==> config.mk <==
export PLATFORM = sky130hd
export DESIGN_NAME = oam_dma_arbiter
export DESIGN_NICKNAME = d
export VERILOG_FILES = /design/src/rtl/oam_dma_arbiter.sv
export SDC_FILE = /design/constraint.sdc
export NUM_CORES = 1
export LEC_CHECK = 0
export CORE_AREA = 2 2 80 82
export CTS_BUF_LIST = sky130_fd_sc_hd__clkbuf_2 sky130_fd_sc_hd__clkbuf_4 sky130_fd_sc_hd__clkbuf_8
export CTS_CLUSTER_DIAMETER = 30
export CTS_CLUSTER_SIZE = 30
export DETAILED_ROUTE_END_ITERATION = 6
export DIE_AREA = 0 0 82 84
export GPL_TIMING_DRIVEN = 0
export PLACE_DENSITY = 0.74
export SYNTH_ARGS = -nofsm -noshare
export SYNTH_HDL_FRONTEND = slang
export SYNTH_SLANG_ARGS = --single-unit
==> constraint.sdc <==
create_clock -name CLK -period 2.8 [get_ports CLK]
set_input_delay 0.28 -clock CLK [delete_from_list [all_inputs] [get_ports CLK]]
set_output_delay 0.28 -clock CLK [all_outputs]
set_load 0.01 [all_outputs]
==> src/rtl/oam_dma_arbiter.sv <==
// oam_dma_arbiter: OAM DMA sequencer and CPU/DMA main-bus arbiter (optional FF46 readback: OAM_DMA_READBACK_EN)
module oam_dma_arbiter #(
  parameter int XFER_LEN    = 160,
  parameter int START_DELAY = 1
) (
  input  logic        CLK,
  input  logic        nRESET,
  input  logic        MCYC,
  input  logic [15:0] CPU_A,
  input  logic [7:0]  CPU_DO,
  input  logic        CPU_RD,
  input  logic        CPU_WR,
  output logic [7:0]  CPU_DI,
  output logic [15:0] BUS_A,
  output logic        BUS_RD,
  output logic        BUS_WR,
  output logic [7:0]  BUS_DO,
  input  logic [7:0]  BUS_DI,
  output logic [7:0]  OAM_A,
  output logic [7:0]  OAM_D,
  output logic        OAM_WE,
  output logic [7:0]  REG_DO,
  output logic        REG_OE,
  output logic        DMA_BUSY
);
  localparam logic [7:0] LAST = 8'(XFER_LEN - 1);
  localparam logic [7:0] DLY  = 8'(START_DELAY);
  typedef enum logic [1:0] {IDLE, START, XFER} state_t;
  state_t     r_state, w_next;
  logic [7:0] r_src, r_idx, r_cnt, r_oam_a, r_oam_d;
  logic       r_oam_we;
  logic       w_trig, w_main, w_step;
  logic [7:0] w_page;
  assign w_trig   = MCYC & CPU_WR & (CPU_A == 16'hFF46);
  assign w_main   = CPU_A[15:8] != 8'hFF;
  assign w_step   = MCYC & (r_state == XFER);
  assign w_page   = r_src < 8'hE0 ? r_src : r_src - 8'h20;
  assign DMA_BUSY = r_state != IDLE;
  assign OAM_A    = r_oam_a;
  assign OAM_D    = r_oam_d;
  assign OAM_WE   = r_oam_we;
  assign REG_OE   = CPU_RD & (CPU_A == 16'hFF46);
`ifdef OAM_DMA_READBACK_EN
  assign REG_DO   = r_src;
`else
  assign REG_DO   = 8'hFF;
`endif
  // state register
  always_ff @(posedge CLK or negedge nRESET)
    if (!nRESET) r_state <= IDLE;
    else r_state <= w_next;
  // next state: a trigger always wins, even over the final byte
  always_comb begin
    w_next = r_state;
    if (w_trig) w_next = START_DELAY == 0 ? XFER : START;
    else if (MCYC && r_state == START && r_cnt == 8'd1) w_next = XFER;
    else if (w_step && r_idx == LAST) w_next = IDLE;
  end
  // datapath: source page, index, delay counter and the OAM write port
  always_ff @(posedge CLK or negedge nRESET)
    if (!nRESET) begin
      r_src    <= 8'h00;
      r_idx    <= 8'h00;
      r_cnt    <= 8'h00;
      r_oam_a  <= 8'h00;
      r_oam_d  <= 8'h00;
      r_oam_we <= 1'b0;
    end else begin
      r_oam_we <= w_step;
      if (w_step) begin
        r_oam_a <= r_idx;
        r_oam_d <= BUS_DI;
      end
      if (w_trig) begin
        r_src <= CPU_DO;
        r_cnt <= DLY;
        r_idx <= 8'h00;
      end else begin
        if (MCYC && r_state == START) r_cnt <= r_cnt - 8'd1;
        if (w_step) r_idx <= r_idx == LAST ? 8'h00 : r_idx + 8'd1;
      end
    end
  // outputs: DMA drives the bus in XFER; CPU main-bus traffic is blocked while busy
  always_comb begin
    BUS_A  = r_state == XFER ? {w_page, r_idx} : CPU_A;
    BUS_RD = (r_state == XFER) | (!DMA_BUSY & CPU_RD & w_main);
    BUS_WR = !DMA_BUSY & CPU_WR & w_main;
    BUS_DO = CPU_DO;
    CPU_DI = DMA_BUSY && w_main ? 8'hFF : BUS_DI;
  end
endmodule
==> results of run 1 <==
==> final cells by class <==
cell class | count | area (um^2)
clock inverters | 2 | 12.51
inverters | 8 | 30.03
repair buffers | 91 | 915.9
well taps | 77 | 96.34
flip-flops and latches | 43 | 1076
clock buffers | 6 | 76.32
multi-input cells | 161 | 1079
fillers | 546 | 2624
plain buffers | 24 | 186.4
==> report_power, final <==
part	switching, mW	internal [mW]	leakage [nW]	total [mW]
logic	0.0676	0.124	0.967	0.192
registers	0.00309	0.624	0.590	0.627
clock network	0.209	0.184	0.0446	0.393
total	0.280	0.932	1.60	1.21
==> flip-flops by register name (all words and copies together), names as in the netlist <==
name     count
OAM_A        8
OAM_D        8
OAM_WE       1
r_cnt        8
r_idx        8
r_src        8
r_state      2
==> routing by layer <==
metal | GRT usage | wire length (um)
met4 | 0.05000 | 80
met3 | 0.04762 | 370
met2 | 0.2749 | 2659
met5 | 0 | 0
met1 | 0.2125 | 2433
==> cell families after synthesis <==
family,after synthesis,share of synthesized area
AND/OR/NAND/NOR,91,0.1964
flip-flops,43,0.4589
multiplexers,32,0.1547
buffers and inverters,32,0.09232
AO/OA/AOI/OAI,17,0.04109
XOR/XNOR,9,0.03362
adder cells (fa/ha/maj),4,0.02135
other,1,0.001599
==> critical path, cell delays in order (launching register included) <==
cell,delay [ps]
dfrtp_1,430
nor2b_1,110
buf_2,240
buf_2,270
mux2_2,360
clkdlybuf4s50_1,490
==> cells in the final DEF, fill, tap and decap left out, drive strengths merged, types with 2 or more instances in the layout <==
cell type,synthesis,routed
a21o,2,2
a21oi,8,8
and3,2,2
buf,23,25
clkbuf,1,7
clkdlybuf4s50,0,88
conb,1,8
dfrtp,43,43
ha,4,4
inv,8,8
mux2,31,31
nand2,29,29
nand2b,9,9
nand3,7,7
nand3b,4,4
nand4,5,5
nor2,20,20
nor2b,2,2
nor3,2,2
nor4,2,2
o21ai,4,4
xnor2,2,2
xor2,7,7
==> what timing repair did <==
item | 4_1_cts | 5_1_grt
buffers inserted | 0 | 0
hold buffers | 1 | 0
setup endpoints to repair | 0 | 8
endpoints found under the hold margin | 17 | 0
resized for setup | 0 | 1
==> through the flow <==
| step | area [um^2] | setup slack, ps |
|---|---|---|
| CTS | 3472 | 154.2 |
| global placement | 3358 | 197.7 |
| floorplan | 2371 | 1235 |
| finish | 3472 | 321.9 |
| global route | 3472 | 179.2 |
| detailed placement | 3373 | 158.8 |
==> worst paths after layout <==
check                                             from                     end  slack, ps  cells past startpoint
worst max-delay path            r_state[0]$_DFFE_PN0P_               BUS_A[11]        320                      5
worst min-delay path                            nRESET    OAM_A[4]$_DFFE_PN0P_        450                      2
worst max register to register    r_idx[0]$_DFFE_PN0P_  r_state[1]$_DFFE_PN0P_       1170                      5
worst min register to register    OAM_A[0]$_DFFE_PN0P_    OAM_A[0]$_DFFE_PN0P_        480                      2
max in group asynchronous                       nRESET    r_src[1]$_DFFE_PN0N_       1860                      3
min in group CLK                  OAM_A[0]$_DFFE_PN0P_    OAM_A[0]$_DFFE_PN0P_        480                      2
==> flow_summary.yaml, run 1 <==
global_routing:
  antenna_found_initial: 0
  grt_usage: 0.1679
  grt-ovfl-total: 0
  grt_max_degree: 27
  grt_pass1_wl_mm: 8.949
  grt_pass1_vias: 1880
job:
  drv_cap: 0
die:
  coreArea_um2: 6096
  die_area_um2: 6888
  die_h_um: 84
  start_util: 0.3846
  die_w_um: 82
  num_io_pins: 98
  fp-row-count: 29
hold_path:
  hp-class: "in2async"
synthesis:
  synth-warning-count: 0
  yosys-top-cells-area: "dfrtp_1 (46%), mux2_2 (14%), buf_4 (5.1%), nand2_1 (4.6%), nor2_1 (3.2%)"
  yosysSeqAreaShare: 0.4589
  synth_most_common_cell: "dfrtp_1"
  synth-edff-count: 0
  netlist_area_um2: 2345
  avgSynthCellArea_um2: 10.24
  ys_async_sr_fraction: 1.000
  synth_flop_cell: "dfrtp_1"
  yosys-top-cells-count: "dfrtp_1 (43), mux2_2 (30), nand2_1 (29)"
  yosysTopAreaCellShare: 0.4589
  synth_seq_cells: 43
  synth.distinct_cells: 39
  yosysTopAreaCell: "dfrtp_1"
  syn_inst: 229
timing:
  skew_ps: 9.930
  worst_pin_slew_ps: 620.3
  slew_violations: 0
  rsz0062_at_grt: "false"
  fmax_ghz: 0.4035
  relSlewSlack: 0.5837
  hold_viol_final: 0
  holdWs_ps: 453.1
  period_share: 0.8850
  finalCriticalPeriod_ps: 2478
  setup_tns_ps: 0
  setup_violations: 0
clock_network:
  numCtsBuffers: 5
  clock_latency_ps: 290
  clockBufferDepth: 2
  cts.sinks: 43
  clk_pin_slew_ps: 80
  htree_levels: 2
  cts-root-buf: "clkbuf_8"
  cts_tree: "yes"
worst_setup_path:
  critPathLaunchType: "register"
  required_ps: 2520
  crit_arrival_ps: 2200
  endpoint_kind: "output port"
  crit_fanout: 10
  crit_type: "reg2out"
routing:
  drt-total-wl_mm: 5.542
  drt-initial-drc-count: 174
  avgRoutedWirePerCell_um: 13.45
  drcViolationCount: 0
  first_pass_iters: 4
  num_vias: 1963
  viasPerCell: 4.765
  ant_nets: 0
place:
  port_buffers: 89
  dp_hpwl_mm: 4.286
  placed_cells: 403
  finalWeightedCongestion: 0.7479
cells_and_area:
  final_nets: 375
  diodes: 0
  fin_util: 0.5696
  area_delta_synth_final_pct: 48.08
  drive_above_1_share: 0.1970
  final_cells: 412
pwr:
  total_power_mw: 1.212
  ir_drop_mv: 0.1721
  leakagePower_nw: 1.601
  p_per_area_nw_per_um2: 349.0
outcome:
  status: "completed"
(Power assumes the default switching activity.)
==> run 2, diff against run 1 <==
Settings changed: CORE_AREA 2 2 80 82 to 5 5 83 85, CTS_BUF_LIST sky130_fd_sc_hd__clkbuf_2 sky130_fd_sc_hd__clkbuf_4 sky130_fd_sc_hd__clkbuf_8 to sky130_fd_sc_hd__clkbuf_4, DIE_AREA 0 0 82 84 to 0 0 88 90.
==> run 2 against run 1 <==
Against the previous run:
- sequential power about the same
- hold slack lost 44 ps
- first-iteration DRC count shrank 25%
- cell area down 1.0%
- clock skew grew 1.7 ps
- clock-buffer cell count is 1 lower
- setup slack got worse by 150 ps
- via count barely moved
- total power down 8.1%
==> flow_summary.yaml, run 2 (synthesized netlist as in run 1, its figures left out) <==
pwr:
  p_per_area_nw_per_um2: 324.1
  ir_drop_mv: 0.1627
  pwr-share-clk: 0.263
  p_int_mw: 0.8408
  pwr-share-comb: 0.173
  switching_share: 0.2449
  switchingPower_mw: 0.2728
  seqPwrFrac: 0.563
  leakagePower_nw: 1.583
  total_power_mw: 1.114
clock_network:
  numCtsBuffers: 5
  cts_tree: "yes"
  clk_pin_slew_ps: 130
  clockBufferDepth: 2
  cts-root-buf: "clkbuf_4"
  clock_latency_ps: 350
  htree_levels: 2
  cts_resized: 0
  cts.sinks: 43
die:
  die_h_um: 90
  start_util: 0.3824
  die_area_um2: 7920
  die_w_um: 88
  coreArea_um2: 6132
  num_io_pins: 98
  fp-row-count: 29
cells_and_area:
  design_area_um2: 3436
  final_nets: 375
  diodes: 0
  fill_cells: 547
  area_delta_synth_final_pct: 46.53
  final_common_cell: "clkdlybuf4s50_1"
  final_cell_mix: "clkdlybuf4s50_1 (88), dfrtp_1 (43), mux2_2 (30), nand2_1 (29), nor2_1 (20)"
  drive_above_1_share: 0.1910
worst_setup_path:
  r2r_cells: 5
  endpoint_kind: "output port"
  reg2reg_from: "r_idx[0]$_DFFE_PN0P_"
  rr_endpoint: "r_state[1]$_DFFE_PN0P_"
  crit_type: "in2out"
  reg2reg_setup_slack_ps: 1150
  required_ps: 2520
  crit_arrival_ps: 2350
  crit_fanout: 8
  critPathLaunchType: "input pin"
timing:
  setup_tns_ps: 0
  setup_violations: 0
  holdWs_ps: 409.2
  finalCriticalPeriod_ps: 2631
  hold_viol_final: 0
  setup_slack_ps: 168.9
  worst_pin_slew_ps: 941.4
  skew_ps: 11.61
  slew_violations: 0
  rsz0062_at_grt: "false"
  relSlewSlack: 0.3658
  period_share: 0.9397
  fmax_ghz: 0.3801
global_routing:
  grt_max_degree: 26
  grt-ovfl-total: 0
  grt_usage: 0.1490
  grt_pass1_vias: 1850
  antenna_found_initial: 0
  grt_pass1_wl_mm: 9.363
routing:
  drt-initial-drc-count: 131
  first_pass_iters: 4
  avgRoutedWirePerCell_um: 14.52
  drt-total-wl_mm: 5.982
  ant_nets: 0
  viasPerCell: 4.762
  drcViolationCount: 0
  num_vias: 1962
place:
  finalWeightedCongestion: 0.7794
  placed_area_um2: 3373
  port_buffers: 89
  dp_slack_ps: 178.4
  dp_hpwl_mm: 4.645
job:
  drv_cap: 0
outcome:
  status: "completed"
hold_path:
  hp-class: "in2async"
-- run 2: per-stage QoR --
stage / util / instances
after floorplan: - / 236
after global placement: 0.5476 / 402
after detailed placement: 0.5501 / 403
after CTS: 0.5603 / 412
after global routing: 0.5603 / 412
final: 0.5603 / 412
-- run 2: layer usage --
metal	track usage	wire, um	part of all wire
met3	0.04479	471	0.079
met2	0.2557	2973	0.50
met5	0	0	0
met4	0.03197	37	0.0062
met1	0.1819	2500	0.42
-- run 2: cell type report --
cell class                      count  area (um^2)  share of cell area
Timing Repair Buffer               91        915.9              0.2666
Tap cell                           77        96.34             0.02804
Inverter                            8        30.03            0.008740
Clock inverter                      3        15.01            0.004370
Sequential cell                    43         1076              0.3132
Buffer                             24        186.4             0.05426
Clock buffer                        5        37.54             0.01092
Multi-Input combinational cell    161         1079              0.3139
-- run 2: worst max-delay path, cell delays in order --
cell	delay (ps)
clkdlybuf4s50_1	490
nand4_1	160
o21ai_0	790
nand2b_1	100
clkdlybuf4s50_1	520
-- run 2: how the worst max path moves through the flow --
stage | startpoint | end | slack (ps) | depth (start not counted)
finish | CPU_A[14] | CPU_DI[4] | 170 | 5
global route | CPU_A[14] | CPU_DI[1] | 50 | 5
CTS | CPU_A[14] | CPU_DI[4] | 170 | 5
detailed placement | CPU_A[14] | CPU_DI[4] | 180 | 5
global placement | CPU_A[15] | CPU_DI[4] | 200 | 5
floorplan | CPU_A[3] | r_src[6]$_DFFE_PN0N_ | 1240 | 6
-- run 2: what timing repair did --
item / CTS / global route
endpoints found under the hold margin: 18 / 0
hold buffers: 1 / 0
setup buffers: 0 / 0
-- run 2: power groups by stage --
stage / sequential (mW) / combinational, mW / clock, mW
finish: 0.627 / 0.193 / 0.293
global route: 0.628 / 0.207 / 0.336
CTS: 0.627 / 0.195 / 0.309
detailed placement: 0.639 / 0.193 / 0
global placement: 0.639 / 0.189 / 0
floorplan: 0.640 / 0.0605 / 0
==> run 3, diff against run 2 <==
Settings changed: RECOVER_POWER from default to 100, SETUP_SLACK_MARGIN from default to 0.02.
==> run 3 against run 2 <==
Against the previous run:
- critical endpoint unchanged
- setup slack got worse by 0.51 ps
- critical path depth unchanged
- largest cell class is now flip-flops and latches
- via count up 0.71%
- non-clock buffer count stayed put
- combinational power down 5%
==> flow_summary.yaml, run 3 (synthesized netlist as in run 1, its figures left out) <==
cells_and_area:
  fill_cells: 558
  area_delta_synth_final_pct: 44.61
  final_nets: 375
  diodes: 0
  drive_above_1_share: 0.1701
  final_cell_mix: "clkdlybuf4s50_1 (50), dfrtp_1 (43), dlygate4sd3_1 (39), mux2_2 (30), nand2_1 (29)"
  final_common_cell: "clkdlybuf4s50_1"
worst_setup_path:
  endpoint_kind: "output port"
  crit_type: "in2out"
  required_ps: 2520
  crit_arrival_ps: 2350
  r2r_cells: 6
  critPathLaunchType: "input pin"
  crit_fanout: 8
pwr:
  leakagePower_nw: 1.637
  ir_drop_mv: 0.1625
  p_per_area_nw_per_um2: 325.6
  p_int_mw: 0.8325
  seqPwrFrac: 0.568
  total_power_mw: 1.104
  pwr-share-clk: 0.266
  pwr-share-comb: 0.166
  switching_share: 0.2460
  switchingPower_mw: 0.2716
routing:
  drt-initial-drc-count: 117
  drt-total-wl_mm: 5.964
  ant_nets: 0
  num_vias: 1976
  first_pass_iters: 5
  avgRoutedWirePerCell_um: 14.48
  drcViolationCount: 0
  viasPerCell: 4.796
timing:
  hold_viol_final: 0
  worst_pin_slew_ps: 1102
  fmax_ghz: 0.3800
  setup_tns_ps: 0
  setup_violations: 0
  finalCriticalPeriod_ps: 2632
  slew_violations: 0
  skew_ps: 13.25
  relSlewSlack: 0.2653
  rsz0062_at_grt: "false"
  period_share: 0.9399
hold_path:
  whs_path_depth: 2
  hp-class: "reg2reg"
clock_network:
  htree_levels: 2
  cts.sinks: 43
  clockBufferDepth: 2
  clock_latency_ps: 340
  cts-root-buf: "clkbuf_4"
  cts_resized: 0
  numCtsBuffers: 5
  cts_tree: "yes"
  clk_pin_slew_ps: 130
global_routing:
  grt-ovfl-total: 0
  grt_pass1_wl_mm: 9.363
  grt_pass1_vias: 1850
  antenna_found_initial: 0
  grt_max_degree: 26
  grt_usage: 0.1490
die:
  die_area_um2: 7920
  start_util: 0.3824
  die_w_um: 88
  coreArea_um2: 6132
  die_h_um: 90
  num_io_pins: 98
  fp-row-count: 29
outcome:
  status: "completed"
job:
  drv_cap: 0
place:
  finalWeightedCongestion: 0.7794
  port_buffers: 89
  dp_hpwl_mm: 4.645
[run 3: cell types whose count changed in the layout (fill, tap and decap cells not counted), moves of 2 or more]
cell	previous run	this run
clkdlybuf4s50_1	88	50
buf_2	5	1
clkbuf_1	1	6
buf_12	2	0
clkbuf_2	0	2
buf_6	2	0
dlygate4sd3_1	1	39
[run 3: critical path, cell delays in order]
cell and delay [ps]:
clkdlybuf4s50_1 490, nand4_1 160, o21ai_0 790, nand2b_1 100, clkdlybuf4s50_1 520
[run 3: area by class of cell]
cell class	count	area, um^2	share of cell area
multi-input cells	161	1075	0.3170
repair buffers	91	907.1	0.2675
inverters	8	30.03	0.008856
clock buffers	5	37.54	0.01107
flip-flops and latches	43	1076	0.3173
clock inverters	3	15.01	0.004428
well taps	77	96.34	0.02841
plain buffers	24	153.9	0.04539
[run 3: path summary, 6_finish.rpt]
kind | start | to | slack, ps
worst max-delay path | CPU_A[14] | CPU_DI[4] | 170
worst min-delay path | OAM_A[6]$_DFFE_PN0P_ | OAM_A[6]$_DFFE_PN0P_ | 490
worst max register to register | r_state[0]$_DFFE_PN0P_ | r_idx[3]$_DFFE_PN0P_ | 1050
worst min register to register | OAM_A[6]$_DFFE_PN0P_ | OAM_A[6]$_DFFE_PN0P_ | 490
max in group asynchronous | nRESET | r_cnt[4]$_DFFE_PN0P_ | 490
min in group asynchronous | nRESET | OAM_A[2]$_DFFE_PN0P_ | 630
[run 3: power by group through the flow]
stage / Combinational, mW / Sequential [mW] / Clock, mW
floorplan: 0.0605 / 0.640 / 0
global placement: 0.189 / 0.639 / 0
detailed placement: 0.193 / 0.639 / 0
CTS: 0.195 / 0.627 / 0.309
global route: 0.197 / 0.628 / 0.336
finish: 0.184 / 0.627 / 0.293
[run 3: repair_timing]
item	4_1_cts	5_1_grt
setup buffers	0	0
hold buffers	1	0
hold endpoints to repair	18	0
[run 3: metrics by stage]
step           hold WS [ps]  instances    util  cell area, um^2  setup WS (ps)
2_1_floorplan        -15.59        236       -             2371           1235
3_3_place_gp          458.9        402  0.5476             3358          200.3
3_5_place_dp          268.6        403  0.5501             3373          178.4
4_1_cts               407.7        412  0.5603             3436          168.4
5_1_grt               514.1        412  0.5529             3391          30.09
6_report              490.3        412  0.5529             3391          168.4
[run 3: routing by layer]
layer  global-route usage  part of all wire  routed length, um
met5                    0                 0                  0
met4              0.03197            0.0089                 53
met3              0.04479             0.082                487
met2               0.2557              0.49               2940
met1               0.1819              0.42               2483
